`src/rtl/peripheral_bin2bcd_pkg.sv`:
```
// Shared definitions for the binary/BCD conversion peripherals:
// register offsets, default sizes and the conversion FSM states.
package peripheral_bin2bcd_pkg;

    localparam int DEF_WIDTH  = 17;
    localparam int DEF_DIGITS = 6;

    localparam logic [4:0] ADDR_A    = 5'h04;
    localparam logic [4:0] ADDR_INIT = 5'h0C;
    localparam logic [4:0] ADDR_DATA = 5'h10;
    localparam logic [4:0] ADDR_DONE = 5'h14;

    typedef enum logic [1:0] {
        IDLE  = 2'd0,
        SHIFT = 2'd1,
        DONE  = 2'd2
    } state_e;

endpackage

```
`src/rtl/peripheral_bin2bcd_core.sv`:
```
// bin2bcd: sequential double-dabble core, one operand bit per clock.
// Ports: clk, reset (sync, high), start, a (operand), result (packed BCD), done (sticky).
module bin2bcd
    import peripheral_bin2bcd_pkg::*;
#(
    parameter int WIDTH  = DEF_WIDTH,
    parameter int DIGITS = DEF_DIGITS
) (
    input  logic                  clk,
    input  logic                  reset,
    input  logic                  start,
    input  logic [WIDTH-1:0]      a,
    output logic [4*DIGITS-1:0]   result,
    output logic                  done
);

    localparam int BW = 4 * DIGITS;
    localparam int SW = BW + WIDTH;
    localparam int CW = $clog2(WIDTH + 1);

    state_e          state_q, state_d;
    logic [SW-1:0]   sh_q, sh_d, adj;
    logic [CW-1:0]   cnt_q, cnt_d;
    logic [BW-1:0]   result_q, result_d;
    logic            done_q, done_d;

    // BCD digits sit above the operand bits; correct each one before the shift.
    always_comb begin
        adj = sh_q;
        for (int i = 0; i < DIGITS; i++) begin
            if (sh_q[WIDTH+4*i +: 4] >= 4'd5)
                adj[WIDTH+4*i +: 4] = sh_q[WIDTH+4*i +: 4] + 4'd3;
        end
    end

    always_comb begin
        state_d  = state_q;
        sh_d     = sh_q;
        cnt_d    = cnt_q;
        result_d = result_q;
        done_d   = done_q;
        unique case (state_q)
            IDLE: begin
                if (start) begin
                    sh_d    = {{BW{1'b0}}, a};
                    cnt_d   = CW'(WIDTH);
                    done_d  = 1'b0;
                    state_d = SHIFT;
                end
            end
            SHIFT: begin
                sh_d  = {adj[SW-2:0], 1'b0};
                cnt_d = cnt_q - CW'(1);
                if (cnt_q == CW'(1))
                    state_d = DONE;
            end
            DONE: begin
                result_d = sh_q[SW-1:WIDTH];
                done_d   = 1'b1;
                state_d  = IDLE;
            end
            default: state_d = IDLE;
        endcase
    end

    always_ff @(posedge clk) begin
        if (reset) begin
            state_q  <= IDLE;
            sh_q     <= '0;
            cnt_q    <= '0;
            result_q <= '0;
            done_q   <= 1'b0;
        end else begin
            state_q  <= state_d;
            sh_q     <= sh_d;
            cnt_q    <= cnt_d;
            result_q <= result_d;
            done_q   <= done_d;
        end
    end

    assign result = result_q;
    assign done   = done_q;

endmodule

```
`src/rtl/peripheral_bin2bcd.sv`:
```
// J1 bus peripheral: binary operand in, packed BCD out (double-dabble core).
// Ports: clk, reset (sync, high), d_in/cs/addr/rd/wr bus inputs, d_out registered read data.
module peripheral_bin2bcd
    import peripheral_bin2bcd_pkg::*;
#(
    parameter int WIDTH  = DEF_WIDTH,
    parameter int DIGITS = DEF_DIGITS
) (
    input  logic        clk,
    input  logic        reset,
    input  logic [19:0] d_in,
    input  logic        cs,
    input  logic [4:0]  addr,
    input  logic        rd,
    input  logic        wr,
    output logic [31:0] d_out
);

    logic [WIDTH-1:0]    a_q;
    logic                start_q;
    logic [4*DIGITS-1:0] result;
    logic                done;
    logic                wr_en, rd_en;
    logic [31:0]         rd_data;
    logic                unused_din;

    // Simultaneous rd+wr counts as a write only.
    assign wr_en = cs & wr;
    assign rd_en = cs & rd & ~wr;

    assign unused_din = ^d_in;

    always_comb begin
        rd_data = '0;
        case (addr)
            ADDR_DATA: rd_data = 32'(result);
            ADDR_DONE: rd_data = {31'b0, done};
            default:   rd_data = '0;
        endcase
    end

    always_ff @(posedge clk) begin
        if (reset) begin
            a_q     <= '0;
            start_q <= 1'b0;
            d_out   <= '0;
        end else begin
            if (wr_en && addr == ADDR_A)
                a_q <= d_in[WIDTH-1:0];
            start_q <= wr_en && (addr == ADDR_INIT) && d_in[0];
            if (rd_en)
                d_out <= rd_data;
        end
    end

    bin2bcd #(
        .WIDTH  (WIDTH),
        .DIGITS (DIGITS)
    ) bin2bcd0 (
        .clk    (clk),
        .reset  (reset),
        .start  (start_q),
        .a      (a_q),
        .result (result),
        .done   (done)
    );

endmodule

```
`config.mk`:
```
export PLATFORM = sky130hd
export DESIGN_NAME = peripheral_bin2bcd
export DESIGN_NICKNAME = d
export VERILOG_FILES = /design/src/rtl/peripheral_bin2bcd_pkg.sv /design/src/rtl/peripheral_bin2bcd_core.sv /design/src/rtl/peripheral_bin2bcd.sv
export SDC_FILE = /design/constraint.sdc
export NUM_CORES = 1
export LEC_CHECK = 0
export ABC_AREA = 1
export BUFFER_PORTS_ARGS = -buffer_cell sky130_fd_sc_hd__buf_2
export CAP_MARGIN = 20
export CORE_MARGIN = 4
export CORE_UTILIZATION = 35
export DETAILED_ROUTE_END_ITERATION = 8
export SKIP_LAST_GASP = 1
export SLEW_MARGIN = 10
export SYNTH_ARGS = -nofsm -noshare
export SYNTH_HDL_FRONTEND = slang
export SYNTH_SLANG_ARGS = --single-unit
```
`constraint.sdc`:
```
create_clock -name clk -period 2.55 [get_ports clk]
set_input_delay 0.1275 -clock clk [delete_from_list [all_inputs] [get_ports clk]]
set_output_delay 0.1275 -clock clk [all_outputs]
set_load 0.1 [all_outputs]
```
Word-level counts from Yosys, hierarchy flattened --
Index checks and enable logic that the tools add are counted.
Operators by class: add/subtract/negate cells 7, magnitude comparators 6, equal/unequal tests 9, mux-type cells 16, bitwise gates (word level) 4, reductions and logical operators 9
Operator list (number):
- case mux 41 bit (2 select lines) | 1
- case mux 24 bit (2 select lines) | 1
- two-way mux 41 bit | 1
- >= comparator 4 x 3 -> 1 bit, second input constant | 6
- adder 4 x 2 -> 4 bit, second input constant | 5
- two-way mux 4 bit | 5
- equality test 5 bit, second input constant | 2
- case mux 5 bit (2 select lines) | 1
- AND reduction 2 bit | 3
- equality test 5 x 1 -> 1 bit, second input constant | 1
- equality test 5 x 3 -> 1 bit, second input constant | 1
- equality test 5 x 4 -> 1 bit, second input constant | 1
- two-way mux 5 bit | 1
- subtractor 5 x 1 -> 5 bit, second input constant | 1
- two-way mux 2 bit | 2
- case mux 2 bit (2 select lines) | 1
- nonzero test 2 bit | 2
- adder 3 x 2 -> 3 bit, second input constant | 1
- AND 1 bit | 3
- logical AND 1 bit | 3
- two-way mux 3 bit | 1
- equality test 2 x 1 -> 1 bit, second input constant | 1
- equality test 2 bit, second input constant | 1
- zero test 2 bit | 1
- 5 further kinds | 5
Word-level totals: register bits 123, bits of input ports 30, logic and storage cells 59

Logic depth before layout (Yosys ltp) --
depth in word-level cells 3, mapped depth 9, depth with buffers taken out 9

By module --
A second synthesis with hierarchy kept.
Unflattened totals: cell total of the unflattened synthesis 706, area, all modules 5222.5 µm²
By module, submodules not included:
- bin2bcd | times used 1, cells an instance 451, area each 3383.2 µm², seq. area each 1461.4 µm²
- peripheral_bin2bcd | times used 1, cells an instance 255, area each 1839.3 µm², seq. area each 840.8 µm²

Worst setup path before layout --
OpenSTA, ideal clock, no wires.
path kind reg-to-reg, start register d_out[0] (netlist name), end register d_out[0], library setup time 0.071 ns, arrival time 1.245 ns, required time 2.479 ns, path slack 1.234 ns, cell stages (with the launch flop) 3, cell sequence dfxtp_1 > o21ai_0 > a21oi_1
RTL lines:
- end signal: assignment | RTL line peripheral_bin2bcd.sv:52 | d_out <= rd_data;
- end: declaration | RTL line peripheral_bin2bcd.sv:16 | output logic [31:0] d_out

Final worst setup path --
start register bin2bcd0.state_q[0], end register bin2bcd0.cnt_q[4]
Between the ends: longest elaborated chain between the ends 3, elaborated cells between the ends (all ways) 6, classes of those cells eq/ne (2); mux (1); reduce/logical (3)
Ends and longest elaborated chain:
- start: declaration | RTL line peripheral_bin2bcd_core.sv:21 | state_e state_q, state_d;
- start signal: assignment | RTL line peripheral_bin2bcd_core.sv:74 | state_q <= state_d;
- equality test 2 x 1 -> 1 bit / zero test 2 bit (equally long branches) | RTL line peripheral_bin2bcd_core.sv:42 | unique case (state_q)
- nonzero test 2 bit (no source line) / != test 2 bit (equally long branches)
- AND reduction 2 bit (no source line)
- end signal: assignment | RTL line peripheral_bin2bcd_core.sv:76 | cnt_q <= cnt_d;
- end: declaration | RTL line peripheral_bin2bcd_core.sv:23 | logic [CW-1:0] cnt_q, cnt_d;
Several ways; a longest one is shown, not always the timed one. A chain may end at the register's enable or synchronous reset.

==> results.sh <==
export IMPL_final_max_slew_violation_count=0
export IMPL_portBuffers=50
export IMPL_antenna_cells=0
export IMPL_place_ws_ps=992.6
export IMPL_critPathMaxStageDelay_ps=490
export IMPL_clk_pin_slew_worst_paths_ps=50
export IMPL_cts_tree="built"
export IMPL_slew_headroom_pct=42.39
export IMPL_hp_class="input pin to flop"
export IMPL_syn_area_per_cell_um2=7.507
export IMPL_io_pins=62
export IMPL_stdcell_count=925
export IMPL_timing_worst_slew_pin_value_ps=863.3
export IMPL_cts_buffers=17
export IMPL_place_inst=876
export IMPL_gp_congestion=0.8430
export IMPL_wirelength_mm=11.63
export IMPL_cp_cell_sequence="nand2_4, inv_2, nand2_1, o21ai_0, a21oi_1"
export IMPL_reg2reg_depth=5
export IMPL_synth_seq_cells=115
export IMPL_final_cell_mix="123 x nand2_1, 115 x dfxtp_1, 83 x a21oi_1, 67 x o21ai_0, 63 x nor2_1"
export IMPL_synth_distinct_cells=27
export IMPL_hold_viol=0
export IMPL_hold_ws_ps=108.0
export IMPL_cp_end_kind="flop"
export IMPL_dieArea_um2=16600
export IMPL_drtIter0Drc=249
export IMPL_grt_pass1_vias=4217
export IMPL_drtAntennaViolNets=0
export IMPL_final_layout_size_suffix_gt1_share_pct=13.15
export IMPL_ctsResizeCount=0
export IMPL_power_mw=4.599
export IMPL_yosysWarnings=0
export IMPL_grt_max_degree=56
export IMPL_finalCritPeriodShare_pct=60.72
export IMPL_avgViaCountPerCell=4.916
export IMPL_fin_crit_ps=1548
export IMPL_cp_max_fo=35
export IMPL_synthTopCellsByArea="dfxtp_1 45%, nand2_1 9.0%, a21oi_1 8.1%"
export IMPL_worstPathRequired_ps=2830
export IMPL_clock_skew_ps=4.759
export IMPL_synth_area_leader_cell="dfxtp_1"
export IMPL_layout_setup_ws_ps=1002
export IMPL_ys_seq_area_share_pct=45.03
export IMPL_first_pass_iters=4
export IMPL_start_util_pct=36.27
export IMPL_arrival_ps=1820
export IMPL_cts_root_buffer="clkbuf_16"
export IMPL_core_area_um2=14100
export IMPL_reg2reg_slack_ps=1000
export IMPL_drc_errors=0
export IMPL_hold_start="addr[4]"
export IMPL_netlist_area_leader_share_pct=45.03
export IMPL_hold_end="a_q[0]"
export IMPL_r2r_start="bin2bcd0.state_q[0]"
export IMPL_die_x_um=128.9
export IMPL_wl_per_cell_um=12.58
export IMPL_grt_ovfl_total=0
export IMPL_finish_utilization_pct=43.58
export IMPL_status="finished, final reports clean"
export IMPL_fmax_ghz=0.6458
export IMPL_htree_levels=4
export IMPL_cts_sinks=115
export IMPL_syn2layout_area_growth_pct=20.17
export IMPL_nNetsFinal=777
export IMPL_cts_buffer_depth=2
export IMPL_setup_viol=0
export IMPL_track_usage_pct=14.62
export IMPL_num_vias=4547
export IMPL_crit_type="flop to flop"
export IMPL_dp_hpwl_mm=7.519
export IMPL_cp_start_kind="flop"
export IMPL_die_height_um=128.9
export IMPL_power_density_nw_per_um2=748.7
export IMPL_reg2reg_to="bin2bcd0.cnt_q[4]"
export IMPL_hold_path_cell_count=4
export IMPL_power_leakage_nw=2.569
export IMPL_synth_cells=681
export IMPL_antenna_found_initial=0
export IMPL_num_rows=43
export IMPL_clkLatencyLatePin_ps=410
export IMPL_grt_first_pass_wirelength_mm=19.73
export IMPL_rsz0062_at_grt="no"
export IMPL_dpl_cell_area_um2=5355
export IMPL_ir_worst_vdd_uv=521.3
export IMPL_final_common_cell="nand2_1"
export IMPL_drv_cap=0
export IMPL_fin_setup_tns_ps=0
export IMPL_final_area_um2=6143
export IMPL_syn_cell_area_um2=5112
export IMPL_slowest_stage="inv_2"
-- Yosys cell counts --
master / instances
a211oi_1: 1
a21boi_0: 1
a21oi_1: 83
a22oi_1: 6
buf_1: 1
buf_2: 14
buf_4: 11
buf_6: 8
clkbuf_1: 12
conb_1: 1
dfxtp_1: 115
ha_1: 14
inv_1: 58
inv_2: 5
nand2_1: 123
nand2_2: 2
nand2_4: 2
nand3_1: 41
nand3_4: 1
nand4_1: 37
nor2_1: 64
nor2_2: 4
nor3_1: 1
nor3_4: 1
o211ai_1: 6
o21ai_0: 67
o21ai_1: 2
-- registers in the layout, summed over array words and instances, names as in the netlist --
name / flops
a_q: 17
bin2bcd0.cnt_q: 5
bin2bcd0.done: 1
bin2bcd0.result: 24
bin2bcd0.sh_q: 41
bin2bcd0.state_q: 2
d_out: 24
start_q: 1
-- kinds of logic after synthesis --
| group | after synthesis | synth area share [%] |
|---|---|---|
| DFF | 115 | 45.03 |
| AOI/OAI and AO/OA | 166 | 16.94 |
| other | 1 | 0.07335 |
| and+or+nand+nor | 276 | 24.20 |
| adders and majority gates | 14 | 3.426 |
| buffers and inverters | 109 | 10.33 |
-- metal layers --
layer	share of wire (%)	global-route usage, %	vias to the layer above
met3	6.1	4.442	14
li1	-	-	2366
met1	49	19.60	2039
met5	0	0	-
met2	44	22.16	128
met4	1.3	5.559	0
-- worst max-delay path: cells and delay by family, from the launching register on --
kind | cells | cell delay, ps
compound gates | 2 | 260
flops | 1 | 410
simple gates | 2 | 260
buf+inv | 1 | 490
-- what timing repair did --
action	in CTS	in global routing
hold buffers	18	0
buffers inserted	0	0
hold endpoints to repair	17	0
-- layout make-up --
cell class	count	area (um^2)
tap	180	225.2
clock buffer	21	450.4
clock inverter	10	157.7
sequential	115	2302
multi-input combinational	464	2311
timing repair buffer	72	460.4
fill	1417	7953
inverter	63	236.5
-- worst max path at each step --
stage	depth (start not counted)	to	start	slack, ps
finish	5	bin2bcd0.cnt_q[4]	bin2bcd0.state_q[0]	1000
global route	5	bin2bcd0.cnt_q[3]	bin2bcd0.state_q[0]	800
CTS	5	bin2bcd0.cnt_q[3]	bin2bcd0.state_q[0]	990
detailed placement	5	bin2bcd0.sh_q[8]	reset	990
global placement	5	bin2bcd0.cnt_q[3]	bin2bcd0.state_q[0]	1040
floorplan	2	d_out[0]	d_out[0]	1230
-- power by group --
group          internal (mW)  leakage [nW]  total (mW)  switching, mW
sequential              1.82         0.929        1.83        0.00873
combinational         0.0612          1.35       0.331          0.270
clock                   1.65         0.289        2.44          0.794
No activity file was read; power rests on OpenSTA's default activity.
